[config.mk]
export PLATFORM = sky130hd
export DESIGN_NAME = sram_req_sequencer_flat
export DESIGN_NICKNAME = d
export VERILOG_FILES = /design/src/rtl/sram_seq_pkg.sv /design/src/rtl/sram_req_sequencer_if.sv /design/src/rtl/sram_resp_fifo.sv /design/src/rtl/sram_req_sequencer.sv /design/src/flat_wrapper.sv
export SDC_FILE = /design/constraint.sdc
export NUM_CORES = 1
export LEC_CHECK = 0
export ABC_AREA = 1
export CORE_AREA = 2 2 431 433
export DETAILED_ROUTE_END_ITERATION = 16
export DIE_AREA = 0 0 433 435
export SETUP_SLACK_MARGIN = 0.5
export SLEW_MARGIN = 5
export SYNTH_ARGS = -nofsm -noshare
export SYNTH_HDL_FRONTEND = slang
export SYNTH_SLANG_ARGS = --single-unit
[constraint.sdc]
create_clock -name clock -period 12.1 [get_ports clock]
set_input_delay 1.815 -clock clock [delete_from_list [all_inputs] [get_ports clock]]
set_output_delay 1.815 -clock clock [all_outputs]
set_load 0.005 [all_outputs]
[src/rtl/sram_seq_pkg.sv]
// sram_seq_pkg: shared types and helpers for the SRAM request sequencer.
// Holds the FSM state enum, the request struct at default widths, and a
// width helper for counters that must hold the value n.
package sram_seq_pkg;
  localparam int DEF_ADDR_W = 9;
  localparam int DEF_DATA_W = 256;
  localparam int DEF_MASK_W = 32;
  typedef enum logic {INIT, RUN} state_e;
  typedef struct packed {
    logic [DEF_ADDR_W-1:0] addr;
    logic                  write;
    logic [DEF_DATA_W-1:0] wdata;
    logic [DEF_MASK_W-1:0] wmask;
  } req_t;
  function automatic int cnt_w(input int n);
    return $clog2(n + 1);
  endfunction
endpackage

[src/rtl/sram_req_sequencer_if.sv]
// sram_req_sequencer_if: controller-side request/response bus.
// master = cache controller (drives requests, consumes responses)
// slave  = sequencer (accepts requests, returns read data in order)
interface sram_req_sequencer_if #(
  parameter int ADDR_W = 9,
  parameter int DATA_W = 256,
  parameter int MASK_W = 32
);
  logic              req_valid;
  logic              req_ready;
  logic [ADDR_W-1:0] req_addr;
  logic              req_write;
  logic [DATA_W-1:0] req_wdata;
  logic [MASK_W-1:0] req_wmask;
  logic              resp_valid;
  logic              resp_ready;
  logic [DATA_W-1:0] resp_rdata;
  modport master (
    output req_valid, req_addr, req_write, req_wdata, req_wmask, resp_ready,
    input  req_ready, resp_valid, resp_rdata
  );
  modport slave (
    input  req_valid, req_addr, req_write, req_wdata, req_wmask, resp_ready,
    output req_ready, resp_valid, resp_rdata
  );
endinterface

[src/rtl/sram_resp_fifo.sv]
// sram_resp_fifo: DEPTH x W response FIFO with wrap-around pointers.
// Ports: clk/rst (async active-high), push/din, pop/dout (registered storage,
// no flow-through), occ occupancy, full/empty flags.
module sram_resp_fifo import sram_seq_pkg::*; #(
  parameter int DEPTH = 2,
  parameter int W = 256,
  localparam int OW = cnt_w(DEPTH),
  localparam int PW = $clog2(DEPTH)
) (
  input  logic          clk,
  input  logic          rst,
  input  logic          push,
  input  logic [W-1:0]  din,
  input  logic          pop,
  output logic [W-1:0]  dout,
  output logic [OW-1:0] occ,
  output logic          full,
  output logic          empty
);
  logic [W-1:0]  mem_q [DEPTH];
  logic [PW-1:0] wp_q, wp_d, rp_q, rp_d;
  logic [OW-1:0] occ_q, occ_d;
  always_comb begin
    wp_d  = push ? (wp_q == PW'(DEPTH - 1) ? '0 : wp_q + 1'b1) : wp_q;
    rp_d  = pop ? (rp_q == PW'(DEPTH - 1) ? '0 : rp_q + 1'b1) : rp_q;
    occ_d = occ_q + OW'(push) - OW'(pop);
  end
  always_ff @(posedge clk or posedge rst) begin
    if (rst) begin
      wp_q  <= '0;
      rp_q  <= '0;
      occ_q <= '0;
    end else begin
      wp_q  <= wp_d;
      rp_q  <= rp_d;
      occ_q <= occ_d;
    end
  end
  always_ff @(posedge clk) if (push) mem_q[wp_q] <= din;
  assign dout  = mem_q[rp_q];
  assign occ   = occ_q;
  assign full  = occ_q == OW'(DEPTH);
  assign empty = occ_q == '0;
  // The upstream admission check reserves a slot for every in-flight read.
  assert property (@(posedge clk) disable iff (rst) !(push && full));
endmodule

[src/rtl/sram_req_sequencer.sv]
// sram_req_sequencer: turns a valid/ready request stream into RW0 cycles of a
// single-port SRAM wrapper, buffering one-cycle-latency read data in order.
// Ports: clock/reset (async active-high); bus (slave side of request/response
// interface); init_done after the zero-fill sweep; RW0_* to/from the wrapper.
module sram_req_sequencer import sram_seq_pkg::*; #(
  parameter int ADDR_W = 9,
  parameter int DATA_W = 256,
  parameter int MASK_W = 32,
  parameter int INIT_ON_RESET = 1,
  parameter int RESP_DEPTH = 2
) (
  input  logic                  clock,
  input  logic                  reset,
  sram_req_sequencer_if.slave   bus,
  output logic                  init_done,
  output logic [ADDR_W-1:0]     RW0_addr,
  output logic                  RW0_en,
  output logic                  RW0_wmode,
  output logic [DATA_W-1:0]     RW0_wdata,
  output logic [MASK_W-1:0]     RW0_wmask,
  input  logic [DATA_W-1:0]     RW0_rdata
);
  localparam int OW = cnt_w(RESP_DEPTH);
  localparam int SW = OW + 1;
  localparam state_e RST_STATE = INIT_ON_RESET != 0 ? INIT : RUN;
  state_e            state_q, state_d;
  logic [ADDR_W-1:0] cnt_q, cnt_d;
  logic              init_done_q, init_done_d;
  logic              inflight_q, inflight_d;
  logic [OW-1:0]     occ;
  logic              full, empty, pop, accept, in_init, last;
  always_comb begin
    in_init       = state_q == INIT;
    last          = in_init && &cnt_q;
    pop           = !empty && bus.resp_ready;
    // Reserve a buffer slot for the read already on the SRAM port; a pop in
    // this cycle frees one, keeping full throughput with two entries.
    bus.req_ready = init_done_q &&
                    (SW'(occ) + SW'(inflight_q) - SW'(pop)) < SW'(RESP_DEPTH);
    accept        = bus.req_valid && bus.req_ready;
    state_d       = last ? RUN : state_q;
    cnt_d         = in_init ? cnt_q + 1'b1 : cnt_q;
    init_done_d   = init_done_q || last || !in_init;
    inflight_d    = accept && !bus.req_write;
    // Gating with reset keeps the port idle while reset is held in INIT.
    RW0_en        = in_init ? !reset : accept;
    RW0_wmode     = in_init ? !reset : bus.req_write;
    RW0_addr      = in_init ? cnt_q : bus.req_addr;
    RW0_wdata     = in_init ? '0 : bus.req_wdata;
    RW0_wmask     = in_init ? {MASK_W{!reset}} : (bus.req_write ? bus.req_wmask : '0);
  end
  always_ff @(posedge clock or posedge reset) begin
    if (reset) begin
      state_q     <= RST_STATE;
      cnt_q       <= '0;
      init_done_q <= 1'b0;
      inflight_q  <= 1'b0;
    end else begin
      state_q     <= state_d;
      cnt_q       <= cnt_d;
      init_done_q <= init_done_d;
      inflight_q  <= inflight_d;
    end
  end
  sram_resp_fifo #(.DEPTH(RESP_DEPTH), .W(DATA_W)) u_fifo (
    .clk   (clock),
    .rst   (reset),
    .push  (inflight_q),
    .din   (RW0_rdata),
    .pop   (pop),
    .dout  (bus.resp_rdata),
    .occ   (occ),
    .full  (full),
    .empty (empty)
  );
  assign bus.resp_valid = !empty;
  assign init_done      = init_done_q;
endmodule

[src/flat_wrapper.sv]
// flat-port wrapper written by rule: the top's interface ports become plain ports
module sram_req_sequencer_flat import sram_seq_pkg::*;
#(
  parameter int ADDR_W = 9,
  parameter int DATA_W = 256,
  parameter int MASK_W = 32,
  parameter int INIT_ON_RESET = 1,
  parameter int RESP_DEPTH = 2
)
  (clock, reset, init_done, RW0_addr, RW0_en, RW0_wmode, RW0_wdata, RW0_wmask, RW0_rdata, bus_req_valid, bus_req_addr, bus_req_write, bus_req_wdata, bus_req_wmask, bus_resp_ready, bus_req_ready, bus_resp_valid, bus_resp_rdata);
  sram_req_sequencer_if #(.ADDR_W(ADDR_W), .DATA_W(DATA_W), .MASK_W(MASK_W)) bus_i ();
  input  logic clock;
  input  logic reset;
  output logic init_done;
  output logic [ADDR_W-1:0] RW0_addr;
  output logic RW0_en;
  output logic RW0_wmode;
  output logic [DATA_W-1:0] RW0_wdata;
  output logic [MASK_W-1:0] RW0_wmask;
  input  logic [DATA_W-1:0] RW0_rdata;
  input wire logic [$bits(bus_i.req_valid)-1:0] bus_req_valid;
  input wire logic [$bits(bus_i.req_addr)-1:0] bus_req_addr;
  input wire logic [$bits(bus_i.req_write)-1:0] bus_req_write;
  input wire logic [$bits(bus_i.req_wdata)-1:0] bus_req_wdata;
  input wire logic [$bits(bus_i.req_wmask)-1:0] bus_req_wmask;
  input wire logic [$bits(bus_i.resp_ready)-1:0] bus_resp_ready;
  output wire logic [$bits(bus_i.req_ready)-1:0] bus_req_ready;
  output wire logic [$bits(bus_i.resp_valid)-1:0] bus_resp_valid;
  output wire logic [$bits(bus_i.resp_rdata)-1:0] bus_resp_rdata;
  assign bus_i.req_valid = bus_req_valid;
  assign bus_i.req_addr = bus_req_addr;
  assign bus_i.req_write = bus_req_write;
  assign bus_i.req_wdata = bus_req_wdata;
  assign bus_i.req_wmask = bus_req_wmask;
  assign bus_i.resp_ready = bus_resp_ready;
  assign bus_req_ready = bus_i.req_ready;
  assign bus_resp_valid = bus_i.resp_valid;
  assign bus_resp_rdata = bus_i.resp_rdata;
  sram_req_sequencer #(.ADDR_W(ADDR_W), .DATA_W(DATA_W), .MASK_W(MASK_W), .INIT_ON_RESET(INIT_ON_RESET), .RESP_DEPTH(RESP_DEPTH)) u_core (.clock(clock), .reset(reset), .bus(bus_i), .init_done(init_done), .RW0_addr(RW0_addr), .RW0_en(RW0_en), .RW0_wmode(RW0_wmode), .RW0_wdata(RW0_wdata), .RW0_wmask(RW0_wmask), .RW0_rdata(RW0_rdata));
endmodule
==> results_tabular.tex, run 1 <==
\begin{tabular}{lr}
\hline
Metric & Value \\
\hline
\multicolumn{2}{l}{\textbf{Synthesis}} \\
Top cells by count, synth & nand2\_1, edfxtp\_1, inv\_1 \\
Post-synth EDFFs & 512 \\
Synth Register Bits & 528 \\
Synthesized cell area & 0.0220 mm\^{}2 \\
Number of instances in the synthesized netlist & between 2k and 2.5k \\
Distinct cells, synth & 23 \\
Cell with the most instances after synthesis & nand2\_1 \\
Synthesized area per cell & 10.6 um\^{}2 \\
Commonest register cell after synthesis & edfxtp\_1 \\
Dominant cells by area after synthesis & edfxtp\_1, nand2\_1, inv\_1 \\
Cell accounting for the most synthesized area & edfxtp\_1 \\
Async SR Flop Fraction & $\sim$3.0\% \\
Count of warnings emitted by yosys & 0 \\
Fraction of synthesized cell area taken by the top area cell type & a little over two thirds \\
Seq/Total Area, Yosys & 71.7\% \\
Synthesized Nets & approximately 2.6k \\
\multicolumn{2}{l}{\textbf{CTS}} \\
Clock-pin slew reported for the worst setup and hold paths after clock tree synthesis & $\sim$50 ps \\
Clock tree buffer depth & 3 \\
Count of cells resized by post-cts repair & 0 \\
Number of clock sinks & roughly 530 \\
H-tree depth & 3 \\
Clock latency on the worst-skew pair & between 600 and 700 ps \\
Hold buffer count at cts & 0 \\
Clock root cell & clkbuf\_16 \\
TritonCTS clock tree & done \\
Post-CTS setup-driven buffer insertion count & 0 \\
TritonCTS buffer count & between 60 and 70 \\
\multicolumn{2}{l}{\textbf{Critical path}} \\
Critical path data required time & 10280 ps \\
Cell chain of the critical path & clkdlybuf4s50\_1, nand2\_1, inv\_1, ha\_1, inv\_1, ha\_1, fa\_1, nor2\_1, nand2\_1, nor2\_1, nand3\_1, nand2\_1, clkdlybuf4s50\_1 \\
Cell type with the highest occurrence count on the critical path & nand2\_1 \\
Worst Path Arrival & between 5000 and 6000 ps \\
Classification of the worst setup path & input pin to primary output \\
CP max stage delay & 690 ps \\
Type of destination of the critical path & primary output \\
Category of the worst setup path launch point & input pin \\
Slowest stage cell, crit path & clkdlybuf4s50\_1 \\
Cell family with the largest share of critical-path delay & buffers and inverters \\
CP Max Fanout & 3 \\
Critical path buffers and inverters & 4 \\
\multicolumn{2}{l}{\textbf{Timing}} \\
Achievable frequency & around 150 MHz \\
Final setup viols & 0 \\
Sum of negative setup slack & 0 ps \\
Transition time at the pin with the least slew margin & roughly 1200 ps \\
Unrepaired setup endpoints after global routing & false \\
Time the final worst path needs with I/O delays and setup & 6820 ps \\
Pins over their slew limit & 0 \\
Hold violation total from the final report & 0 \\
Min Hold Slack & between 400 and 500 ps \\
Worst relative slew slack & a little over a fifth \\
Clock Skews & 68.6 ps \\
Tcrit/Tclk final & 56.4\% \\
\multicolumn{2}{l}{\textbf{Power and ir drop}} \\
Overall power of the completed layout & slightly below 6 mW \\
Cell leakage power & 15.6 nW \\
Max IR drop VDD & 0.000111 V \\
Power density normalized to cell area & between 150 and 200 mW/mm\^{}2 \\
\multicolumn{2}{l}{\textbf{Finish}} \\
Layout Utilization & roughly 20\% \\
Number of nets in the layout & 3736 \\
Fillers & 20.0k \\
Synthesis-to-layout area growth & 72.5\% \\
FF/Latch Area & approximately 0.016 mm\^{}2 \\
Share of layout cells above drive strength 1 & approximately 3.8\% \\
Combined area of the multi-input logic cells & $\sim$0.0045 mm\^{}2 \\
\multicolumn{2}{l}{\textbf{Floorplanning}} \\
IO Count & around 1.1k \\
Number of rows created at floorplan & 158 \\
Die Footprint & roughly 0.19 mm\^{}2 \\
Effective utilization at floorplan & 12.0\% \\
Die outline width & about 430 um \\
Core outline area & between 0.15 and 0.2 mm\^{}2 \\
Vertical die dimension & roughly 440 um \\
\multicolumn{2}{l}{\textbf{Place}} \\
Placed wire-length estimate & around 140000 um \\
IO Port Bufs & about 1.1k \\
Routability Congestion & roughly 0.97 \\
\multicolumn{2}{l}{\textbf{Routing}} \\
Via count & roughly 19k \\
Wirelength, routed & between 150000 and 200000 um \\
Remaining design rule violation count & 0 \\
Initial drt markers & 1325 \\
Post-DR vias/cell & between 3 and 4 \\
Detailed-router iteration count before antenna repair & 8 \\
Wire length per cell after detailed routing & a little under 30 um \\
Number of routed nets with antenna violations & 0 \\
\multicolumn{2}{l}{\textbf{Global routing}} \\
Total global-route track usage & 17.2\% \\
Vias in the first global route & about 19k \\
Remaining Overflow, GRT & 0 \\
Antenna violations before repair & 130 \\
Largest net degree at the start of global routing & about 150 \\
Wire length of the first global-routing pass & a little over 200000 um \\
\multicolumn{2}{l}{\textbf{Run status}} \\
Outcome & complete, no violations \\
\multicolumn{2}{l}{\textbf{Run}} \\
Number of max-cap violations & 0 \\
\multicolumn{2}{l}{\textbf{Min path}} \\
Worst Hold Class & flip-flop to flip-flop \\
\hline
\end{tabular}
state kept, by name, summed over array words and instances, names as in the netlist:
| signal | cells |
|---|---|
| u_core.u_fifo.mem_q | 512 |
| u_core.u_fifo.occ | 2 |
| u_core.cnt_q | 9 |
| u_core.inflight_q | 1 |
| u_core.u_fifo.rp_q | 1 |
| u_core.state_q | 1 |
| u_core.u_fifo.wp_q | 1 |
| u_core.init_done | 1 |
cell families after synthesis:
group	Yosys count	synth area share, %
buf+inv	373	7.72
xor+xnor	6	0.239
flops	528	71.7
simple gates	1153	19.8
compound gates	5	0.165
fa+ha+maj	5	0.319
cells in the final DEF, fill, tap and decap left out, drive strengths merged, types with 4 or more instances in the layout:
cell              n
buf              13
bufinv            4
clkbuf           80
clkdlybuf4s50  1115
clkinv           24
clkinvlp          4
dfrtp            16
diode            19
edfxtp          512
ha                4
inv             284
nand2          1070
nand3             6
nor2             74
o21ai             4
xor2              5
per-layer routing:
layer	vias to the layer above	wire length [um]	track usage, %
li1	8692	-	-
met1	9455	54400	16.2
met2	848	94600	34.1
met3	372	9200	3.79
met4	20	8640	8.32
met5	-	123	0
final timing paths:
kind                       slack, ps                          end  cells after the start                from
min                              490           u_core.u_fifo.wp_q                      1   u_core.inflight_q
max                             5280                       RW0_en                     13      bus_resp_ready
max reg2reg                     9460  u_core.u_fifo.mem_q[1][151]                      3  u_core.u_fifo.wp_q
min reg2reg                      490           u_core.u_fifo.wp_q                      1   u_core.inflight_q
max in group asynchronous       9410           u_core.u_fifo.rp_q                      2               reset
min in group asynchronous       2050              u_core.cnt_q[6]                      2               reset
per-stage QoR:
step,instances,instance area [um^2],setup slack (ps)
floorplan,2070,22000,4530
global placement,5584,35800,4810
detailed placement,5584,35800,5020
CTS,5701,37900,5000
global route,5712,37900,4960
finish,5720,37900,5280
final cells by class:
cell class	count	share of cell area, %
sequential	528	41.6
timing repair buffer	1128	29.7
multi-input combinational	1169	11.9
tap	2480	8.18
clock buffer	80	4.60
inverter	279	2.80
clock inverter	37	1.01
antenna	19	0.125
worst register-to-register path, delay by kind of cell, from the launching register on:
family	cells	cell delay [ps]
buffers and inverters	2	1320
flip-flops	1	410
AND/OR/NAND/NOR	1	160
report_power, final:
part,switching (mW),internal [mW],total [mW]
clock network,0.844,1.13,1.97
logic,1.01,0.887,1.90
registers,0.0435,2.01,2.05
(Power assumes the default switching activity.)
==> inputs of run 2 (changes only) <==
==> constraint.sdc (replaced) <==
create_clock -name clock -period 5.7 [get_ports clock]
set_input_delay 0.855 -clock clock [delete_from_list [all_inputs] [get_ports clock]]
set_output_delay 0.855 -clock clock [all_outputs]
set_load 0.005 [all_outputs]
==> results_tabular.tex, run 2 (synthesized netlist as in run 1, its figures left out) <==
\begin{tabular}{lr}
\hline
Metric & Value \\
\hline
\multicolumn{2}{l}{\textbf{CTS}} \\
H-tree depth & 2 \\
Count of cells resized by post-cts repair & 0 \\
Clock root cell & clkbuf\_16 \\
TritonCTS buffer count & 59 \\
Clock tree buffer depth & 3 \\
Hold buffer count at cts & 0 \\
Clock-pin slew reported for the worst setup and hold paths after clock tree synthesis & $\sim$60 ps \\
Post-CTS setup-driven buffer insertion count & 0 \\
Number of clock sinks & $\sim$530 \\
TritonCTS clock tree & done \\
Clock latency on the worst-skew pair & about 650 ps \\
\multicolumn{2}{l}{\textbf{Min path}} \\
Worst Hold Class & flip-flop to flip-flop \\
WHS Path Cells & 2 \\
Hold\_sp & u\_core.cnt\_q[8] \\
Hold path endpoint & u\_core.cnt\_q[8] \\
\multicolumn{2}{l}{\textbf{Floorplanning}} \\
Core outline area & between 0.15 and 0.2 mm\^{}2 \\
IO Count & around 1.1k \\
Effective utilization at floorplan & between 10\% and 20\% \\
Die Footprint & about 0.19 mm\^{}2 \\
Die outline width & between 400 and 500 um \\
Number of rows created at floorplan & approximately 160 \\
Vertical die dimension & 435 um \\
\multicolumn{2}{l}{\textbf{Routing}} \\
Post-DR vias/cell & between 3 and 4 \\
Initial drt markers & between 1k and 1.5k \\
Number of routed nets with antenna violations & 0 \\
Wire length per cell after detailed routing & 29.0 um \\
Detailed-router iteration count before antenna repair & 5 \\
Wirelength, routed & around 170000 um \\
Via count & 19.2k \\
Remaining design rule violation count & 0 \\
\multicolumn{2}{l}{\textbf{Critical path}} \\
Cell count of the worst reg-to-reg path & 12 \\
CP Max Fanout & 3 \\
Register-to-register setup slack & slightly above 3000 ps \\
Category of the worst setup path launch point & input pin \\
Worst reg2reg startpoint & u\_core.u\_fifo.occ[1] \\
Worst R2R End & u\_core.inflight\_q \\
Worst Path Arrival & between 3000 and 4000 ps \\
Type of destination of the critical path & primary output \\
Critical path data required time & slightly below 5000 ps \\
Classification of the worst setup path & input pin to primary output \\
\multicolumn{2}{l}{\textbf{Timing}} \\
Worst relative slew slack & 9.53\% \\
Time the final worst path needs with I/O delays and setup & $\sim$4600 ps \\
Pins over their slew limit & 0 \\
Min Hold Slack & roughly 520 ps \\
Transition time at the pin with the least slew margin & approximately 1400 ps \\
Hold violation total from the final report & 0 \\
Sum of negative setup slack & 0 ps \\
Final setup viols & 0 \\
Tcrit/Tclk final & about 80\% \\
Achievable frequency & 217 MHz \\
Unrepaired setup endpoints after global routing & false \\
Clock Skews & 23.2 ps \\
\multicolumn{2}{l}{\textbf{Finish}} \\
Register with the highest flop count & u\_core.u\_fifo.mem\_q \\
Post-layout instance count excluding filler cells & around 5.7k \\
Layout Utilization & 20.6\% \\
Commonest non-fill, non-tap cells in the layout & clkdlybuf4s50\_1, nand2\_1, edfxtp\_1, inv\_1, nor2\_1 \\
Most common cell after layout, fill and taps aside & clkdlybuf4s50\_1 \\
Number of nets in the layout & around 3.7k \\
Share of layout cells above drive strength 1 & approximately 3.5\% \\
Synthesis-to-layout area growth & 72.1\% \\
Fillers & between 20k and 25k \\
Flip-flop count of the largest register, all copies and words added & slightly above 500 \\
\multicolumn{2}{l}{\textbf{Global routing}} \\
Antenna violations before repair & 117 \\
Total global-route track usage & about 17\% \\
Vias in the first global route & roughly 19k \\
Remaining Overflow, GRT & 0 \\
Largest net degree at the start of global routing & approximately 150 \\
Wire length of the first global-routing pass & approximately 200000 um \\
\multicolumn{2}{l}{\textbf{Power and ir drop}} \\
Cell leakage power & 15.5 nW \\
Max IR drop VDD & 0.000230 V \\
Power density normalized to cell area & approximately 320 mW/mm\^{}2 \\
\multicolumn{2}{l}{\textbf{Run}} \\
Number of max-cap violations & 0 \\
\multicolumn{2}{l}{\textbf{Run status}} \\
Outcome & complete, no violations \\
\multicolumn{2}{l}{\textbf{Place}} \\
Placed wire-length estimate & $\sim$140000 um \\
IO Port Bufs & between 1k and 1.5k \\
Routability Congestion & just under 1 \\
Post-placement cell count & between 5k and 6k \\
\hline
\end{tabular}
[run 2: changes by cell type in the layout (fill, tap and decap cells not counted)]
cell,change
clkinv_1,+4
buf_12,+6
clkinv_8,-2
buf_4,-3
clkbuf_8,+3
clkinv_2,-4
clkbuf_1,-2
bufinv_16,+1
clkinvlp_4,-2
clkbuf_16,-8
[run 2: how the worst max path moves through the flow]
stage / from / endpoint / slack [ps]
final: bus_resp_ready / RW0_en / 1090
after global routing: u_core.u_fifo.occ[1] / RW0_en / 980
after CTS: u_core.u_fifo.occ[1] / RW0_en / 1140
after detailed placement: bus_resp_ready / RW0_en / 1160
after global placement: bus_resp_ready / RW0_en / 1080
after floorplan: u_core.u_fifo.wp_q / u_core.u_fifo.mem_q[1][0] / 960
[run 2: layer usage]
metal | routed length [um] | vias to the layer above | track usage (%)
met3 | 8170 | 339 | 3.10
met5 | 68 | - | 0
li1 | - | 8680 | -
met2 | 95600 | 890 | 34.6
met1 | 52500 | 9249 | 15.7
met4 | 9080 | 10 | 8.08
[run 2: critical path, stage by stage]
cell	delay, ps
clkdlybuf4s50_1	550
nand2_1	180
inv_1	70
ha_1	270
inv_1	40
ha_1	180
fa_1	470
nor2_1	120
nand2_1	60
nor2_1	270
nand3_1	110
nand2_1	80
clkdlybuf4s50_1	490
[run 2: stage by stage]
step,total power [mW],instance area (um^2),setup WS (ps)
floorplan,5.72,22000,964
global placement,8.57,35900,1080
detailed placement,8.56,35900,1160
CTS,12.5,37800,1140
global route,12.8,37800,981
finish,12.2,37800,1090
[run 2: area by class of cell]
cell class                 instances  area (um^2)  share of cell area, %
antenna                           19         47.5                  0.126
clock buffer                      73         1580                   4.18
clock inverter                    34          365                  0.965
inverter                         279         1060                   2.80
multi-input combinational       1169         4530                   12.0
sequential                       528        15800                   41.7
tap                             2480         3100                   8.20
timing repair buffer            1131        11400                   30.1
[run 2: power by group]
part / switching (mW) / internal [mW]
clock: 1.64 / 2.21
sequential: 0.0431 / 4.27
combinational: 2.16 / 1.91
